### src/rtl/serial_chunk_adder.sv
// Multi-cycle WIDTH-bit adder/subtractor that adds one DIGIT-bit chunk per clock,
// LSB chunk first, with a start/busy/done handshake and a registered inter-chunk carry.
module serial_chunk_adder #(
  parameter int WIDTH = 16,
  parameter int DIGIT = 4
) (
  input  logic             clk_i,
  input  logic             rst_i,
  input  logic             start_i,
  input  logic             sub_i,
  input  logic [WIDTH-1:0] a_i,
  input  logic [WIDTH-1:0] b_i,
  input  logic             c_in_i,
  output logic             busy_o,
  output logic             done_o,
  output logic [WIDTH-1:0] sum_o,
  output logic             c_out_o,
  output logic             ovf_o
);

  localparam int N  = WIDTH / DIGIT;
  localparam int CW = (N > 1) ? $clog2(N) : 1;

  typedef enum logic [1:0] {
    S_IDLE = 2'd0,
    S_RUN  = 2'd1,
    S_DONE = 2'd2
  } state_t;

  state_t            state_q, state_d;
  logic [CW-1:0]     cnt_q, cnt_d;
  logic              carry_q, carry_d;
  logic [WIDTH-1:0]  a_q, a_d;
  logic [WIDTH-1:0]  b_q, b_d;
  logic [WIDTH-1:0]  part_q, part_d;
  logic [WIDTH-1:0]  sum_q, sum_d;
  logic              c_out_q, c_out_d;
  logic              ovf_q, ovf_d;

  logic [DIGIT:0]    chunk_s;
  logic              last_s;
  logic              msb_cin_s;
  logic              accept_s;

  // Operand registers shift right each RUN cycle, so the active chunk is always the low DIGIT bits.
  assign chunk_s   = {1'b0, a_q[DIGIT-1:0]} + {1'b0, b_q[DIGIT-1:0]} + {{DIGIT{1'b0}}, carry_q};
  assign last_s    = (cnt_q == CW'(N - 1));
  assign msb_cin_s = a_q[DIGIT-1] ^ b_q[DIGIT-1] ^ chunk_s[DIGIT-1];
  assign accept_s  = start_i && ((state_q == S_IDLE) || (state_q == S_DONE));

  // Next-state, datapath and result-commit logic.
  always_comb begin
    state_d = state_q;
    cnt_d   = cnt_q;
    carry_d = carry_q;
    a_d     = a_q;
    b_d     = b_q;
    part_d  = part_q;
    sum_d   = sum_q;
    c_out_d = c_out_q;
    ovf_d   = ovf_q;
    case (state_q)
      S_IDLE, S_DONE: begin
        if (accept_s) begin
          a_d     = a_i;
          b_d     = sub_i ? ~b_i : b_i;
          carry_d = sub_i ? 1'b1 : c_in_i;
          cnt_d   = '0;
          state_d = S_RUN;
        end else begin
          state_d = S_IDLE;
        end
      end
      S_RUN: begin
        a_d     = a_q >> DIGIT;
        b_d     = b_q >> DIGIT;
        carry_d = chunk_s[DIGIT];
        // New chunk enters at the top; after N shifts chunk 0 sits at the bottom.
        part_d  = (part_q >> DIGIT) | (WIDTH'(chunk_s[DIGIT-1:0]) << (WIDTH - DIGIT));
        cnt_d   = cnt_q + CW'(1);
        if (last_s) begin
          sum_d   = part_d;
          c_out_d = chunk_s[DIGIT];
          ovf_d   = msb_cin_s ^ chunk_s[DIGIT];
          state_d = S_DONE;
        end else begin
          state_d = S_RUN;
        end
      end
      default: begin
        state_d = S_IDLE;
      end
    endcase
  end

  // State and datapath registers with synchronous reset.
  always_ff @(posedge clk_i) begin
    if (rst_i) begin
      state_q <= S_IDLE;
      cnt_q   <= '0;
      carry_q <= 1'b0;
      a_q     <= '0;
      b_q     <= '0;
      part_q  <= '0;
      sum_q   <= '0;
      c_out_q <= 1'b0;
      ovf_q   <= 1'b0;
    end else begin
      state_q <= state_d;
      cnt_q   <= cnt_d;
      carry_q <= carry_d;
      a_q     <= a_d;
      b_q     <= b_d;
      part_q  <= part_d;
      sum_q   <= sum_d;
      c_out_q <= c_out_d;
      ovf_q   <= ovf_d;
    end
  end

  assign busy_o  = (state_q == S_RUN);
  assign done_o  = (state_q == S_DONE);
  assign sum_o   = sum_q;
  assign c_out_o = c_out_q;
  assign ovf_o   = ovf_q;

endmodule

### config.mk
export PLATFORM = sky130hd
export DESIGN_NAME = serial_chunk_adder
export DESIGN_NICKNAME = d
export VERILOG_FILES = /design/src/rtl/serial_chunk_adder.sv
export SDC_FILE = /design/constraint.sdc
export NUM_CORES = 1
export LEC_CHECK = 0
export ABC_AREA = 1
export BUFFER_PORTS_ARGS = -buffer_cell sky130_fd_sc_hd__buf_2
export CAP_MARGIN = 20
export CORE_UTILIZATION = 40
export DETAILED_ROUTE_END_ITERATION = 8
export GPL_TIMING_DRIVEN = 0
export PLACE_DENSITY_LB_ADDON = 0.12
export SKIP_CTS_REPAIR_TIMING = 1
export SLEW_MARGIN = 10
export SYNTH_ARGS = -nofsm -noshare
export SYNTH_HDL_FRONTEND = slang
export SYNTH_SLANG_ARGS = --single-unit
### constraint.sdc
create_clock -name clk_i -period 2 [get_ports clk_i]
set_clock_uncertainty 0.1 [all_clocks]
set_input_delay 0.4 -clock clk_i [delete_from_list [all_inputs] [get_ports clk_i]]
set_output_delay 0.4 -clock clk_i [all_outputs]
set_load 0.01 [all_outputs]
Yosys cells after proc, flatten, opt, wreduce, memory -nomap -nowiden. Cells that the tools add are included.

Equality and inequality tests: 4. Shifts and indexed selects: 0. Bitwise gates (word level): 5. Order comparisons: 0. Mux-type cells: 13. Reductions and logical operators: 7. Multipliers: 0. $add $sub $neg: 3. Divide/modulo/power cells: 0.

Operators with widths (number): 16-bit one-hot mux with 2 select lines (2); 16-bit two-way mux (3); 16-bit inverter (1); 12-bit by 16-bit bitwise OR with 16-bit output (1); 2-bit one-hot mux with 2 select lines (2); 4-bit by 4-bit adder with 5-bit output (1); 5-bit by 1-bit adder with 5-bit output (1); 2-bit equality test (second input constant) (2); 2-bit two-way mux (2); 2-bit AND reduction (2); 1-bit two-way mux (3); 1-bit bitwise XOR (3); 2-bit by 1-bit adder with 2-bit output (second input constant) (1); 2-bit by 1-bit equality test with 1-bit output (second input constant) (1); 2-bit zero test (1); 2-bit inequality test (second input constant) (1); 1-bit one-hot mux with 2 select lines (1); 2-bit nonzero test (1); 2-bit OR reduction (1); 1-bit logical AND (1); 1-bit logical OR (1).

Input port bits: 37. Output and inout port bits: 20. Latch bits: 0. Memory bits (read-only): 0. Memories kept: 0. Register bits after elaboration: 71. Memory bits (writable): 0.

Logic depth before layout (Yosys ltp).
Depth in word-level cells: 5. Gate-level depth with buffers: 9. Gate-level depth less buffers: 9.

Worst setup path before layout. Ideal clock, no wire load.

Path type: flip-flop to flip-flop. Start point: register carry_q. End point: register carry_q. Path buffers: 0. Arrival time: 1.534 ns. Stages on the path, launching flop included: 9. Clock period less this slack: 1.762 ns. Data required time: 1.772 ns. Setup slack: 0.238 ns. Cells stage by stage: dfxtp_1 -> fa_1 -> fa_1 -> nand2_1 -> nand2_1 -> nand2_1 -> nor2_1 -> nor2_1 -> nor2_1.

Longest elaborated chain between the ends: 2.

RTL lines: from (decl) (RTL line 32) `logic carry_q, carry_d;`; from (signal assigned) (RTL line 111) `carry_q <= carry_d;`; 5-bit by 1-bit adder with 5-bit output (RTL line 46) `assign chunk_s = {1'b0, a_q[DIGIT-1:0]} + {1'b0, b_q[DIGIT-1:0]} + {{DIGIT{1'b0}}, carry_q};`; 1-bit one-hot mux with 2 select lines (RTL line 62) `case (state_q)`.

No other way between the ends. A chain may end at the register's enable or synchronous reset.

Final worst setup path. Ends and elaborated chain as after synthesis.

==> impl_metrics.yaml <==
power:
  p_leak_nw: 1.72
  vdd_ir_drop_max_mv: 0.361
  power_density_nw_per_um2: 837
setup_path:
  path_buf_inv: 0
  crit_path_end_kind: "register"
  critical_path_class: "register to register"
  critical_path_required_ps: 2110
  crit_fanout: 3
  crit_arrival_ps: 2000
  cp_slowest_stage_delay_ps: 480
  critPathSlowestCell: "fa_1"
  start_kind: "register"
  path_cells: "fa_1, fa_2, nand2_1, nand2_1, nand2_1, nor2_1, nor2_1, nor2_1"
  critPathTopFamily: "adder cells"
  crit_start: "carry_q"
  r2r_start: "carry_q"
yosys:
  syn-num-nets: 442
  syn_area_um2: 2900
  post_synth.cell_area_avg_um2: 7.28
  yosysMostFrequentCell: "nand2_1"
  yosysTopAreaCell: "dfxtp_1"
  synth_top_area_share: 0.462
  synth_edf_count: 0
  synthTopCellsByCount: "137 x nand2_1, 67 x dfxtp_1, 40 x nor2_1"
  yosys_most_used_dff: "dfxtp_1"
  synth-seq-cells: 67
  synth_cell_types: 25
  async_reset_ff_frac: 0
  ys_warn_count: 0
  netlist_instances: 399
  ys_top_cells_by_area: "dfxtp_1 46%, nand2_1 18%, nor2_1 5.2%"
  ys_seq_area_frac: 0.462
timing:
  hold_ws_ps: 205
  grt_setup_unrepaired: "no"
  hold_viol: 0
  relSlewSlack: 0.643
  tns_ps: 0
  fmax_mhz: 529
  worstMarginPinSlew_ps: 535
  min_period_ps: 1890
  setup_viol: 0
  period_share: 0.944
  drv_slew: 0
global_routing:
  grt.total_usage: 0.185
  grt.overflow.total: 0
  grt_first_pass_wirelength_mm: 10.7
  antenna_found_initial: 0
  grt_start_max_net_pins: 13
  grt_pass1_vias: 2345
floorplan:
  io-pin-count: 57
  design.core.area_um2: 6910
  die_w_um: 87.2
  dieArea_um2: 7600
  rows: 30
  start_util: 0.420
  die_h_um: 87.2
detailed_routing:
  ant_nets: 0
  drt-total-wl_mm: 6.29
  drtPass1Iterations: 4
  drc: 0
  wl_per_cell_um: 11.2
  via_per_inst: 4.57
  first_iter_violations: 77
  num_vias: 2578
clock_tree:
  root_buffer: "clkbuf_8"
  clockBufferDepth: 2
  clkTransAtPathRegs_ps: 70
  numCtsBuffers: 9
  clk-insertion-delay-late_ps: 340
  htree_levels: 3
  cts_tree: "yes"
  cts_sinks: 67
final_layout:
  n_antenna_cell: 0
  regArea_um2: 1340
  synthToLayoutAreaGrowth_pct: 20.0
  nets: 506
  fin_util: 0.505
  fin_area_um2: 3480
  fillers: 782
  finalNonFillerCells: 564
  drive_gt1_frac: 0.203
  multiInputGateArea_um2: 1340
placed_design:
  gp_congestion: 0.765
  io_buffers: 54
  placed_cells: 549
  placed_area_um2: 3290
  place_hpwl_mm: 4.59
min_path:
  min_path_type: "primary input to register"
  hp-start: "a_i[13]"
run_status:
  status: "finished, final reports clean"
flow_run:
  maxCapViolCount: 0
flip-flops by register name (all words and copies together), names as in the netlist:
| name | flops |
|---|---|
| a_q | 16 |
| b_q | 16 |
| c_out_o | 1 |
| carry_q | 1 |
| cnt_q | 2 |
| ovf_o | 1 |
| part_q | 12 |
| state_q | 2 |
| sum_o | 16 |
power breakdown:
| group | leakage [nW] | internal (W) | switching [W] | total (W) |
|---|---|---|---|---|
| combinational | 1.07 | 0.000148 | 0.000221 | 0.000370 |
| sequential | 0.548 | 0.00141 | 0.0000480 | 0.00146 |
| clock | 0.0950 | 0.000570 | 0.000518 | 0.00109 |
| total | 1.72 | 0.00213 | 0.000788 | 0.00292 |
worst register-to-register path: stages, from the launching register on:
cell and delay (ps):
dfxtp_1 330, fa_1 480, fa_2 390, nand2_1 80
nand2_1 50, nand2_1 130, nor2_1 70, nor2_1 100
nor2_1 40
per-stage QoR:
stage	setup WS, ps	total power [W]
final	111	0.00292
after global routing	17.3	0.00308
after CTS	46.0	0.00297
after detailed placement	62.0	0.00187
after global placement	88.9	0.00186
after floorplan	238	0.00174
placed cells by master (no fill, tap or decap), types with 2 or more instances in the layout:
cell type,n
inv_2,5
o21a_1,3
buf_2,62
nand2_1,137
buf_4,5
a21oi_1,13
clkinvlp_4,2
a31oi_1,12
clkbuf_8,9
nand3_1,29
nor2_1,40
nand2_2,3
clkbuf_1,5
inv_1,23
o21ai_0,16
dfxtp_1,67
ha_1,4
xor2_1,14
buf_1,2
o21ai_1,4
clkinv_2,4
metal layers:
layer  up-vias  global-route usage  part of all wire
met5         -                   0                 0
met4         0              0.0626             0.016
met3         9              0.0607             0.045
met2        51               0.316              0.47
met1      1137               0.218              0.46
li1       1381                   -                 -
cells by family after synthesis:
family | Yosys count | share of synthesized area
buf+inv | 51 | 0.0793
xor+xnor | 15 | 0.0452
flops | 67 | 0.462
compound gates | 49 | 0.0931
simple gates | 211 | 0.290
fa+ha+maj | 6 | 0.0310
final cells by class:
type                    count  share of cell area
well taps                  96              0.0345
repair buffers             54              0.0776
plain buffers              21              0.0330
multi-input cells         281               0.383
flip-flops and latches     67               0.385
clock buffers               9              0.0355
inverters                  29              0.0316
clock inverters             7              0.0197
final timing paths:
path,slack (ps),to,depth (start not counted)
max,110,carry_q,8
min,210,a_q[13],3
max reg2reg,110,carry_q,8
min reg2reg,360,a_q[15],2
Note: power is estimated with default switching activity, not from simulation.
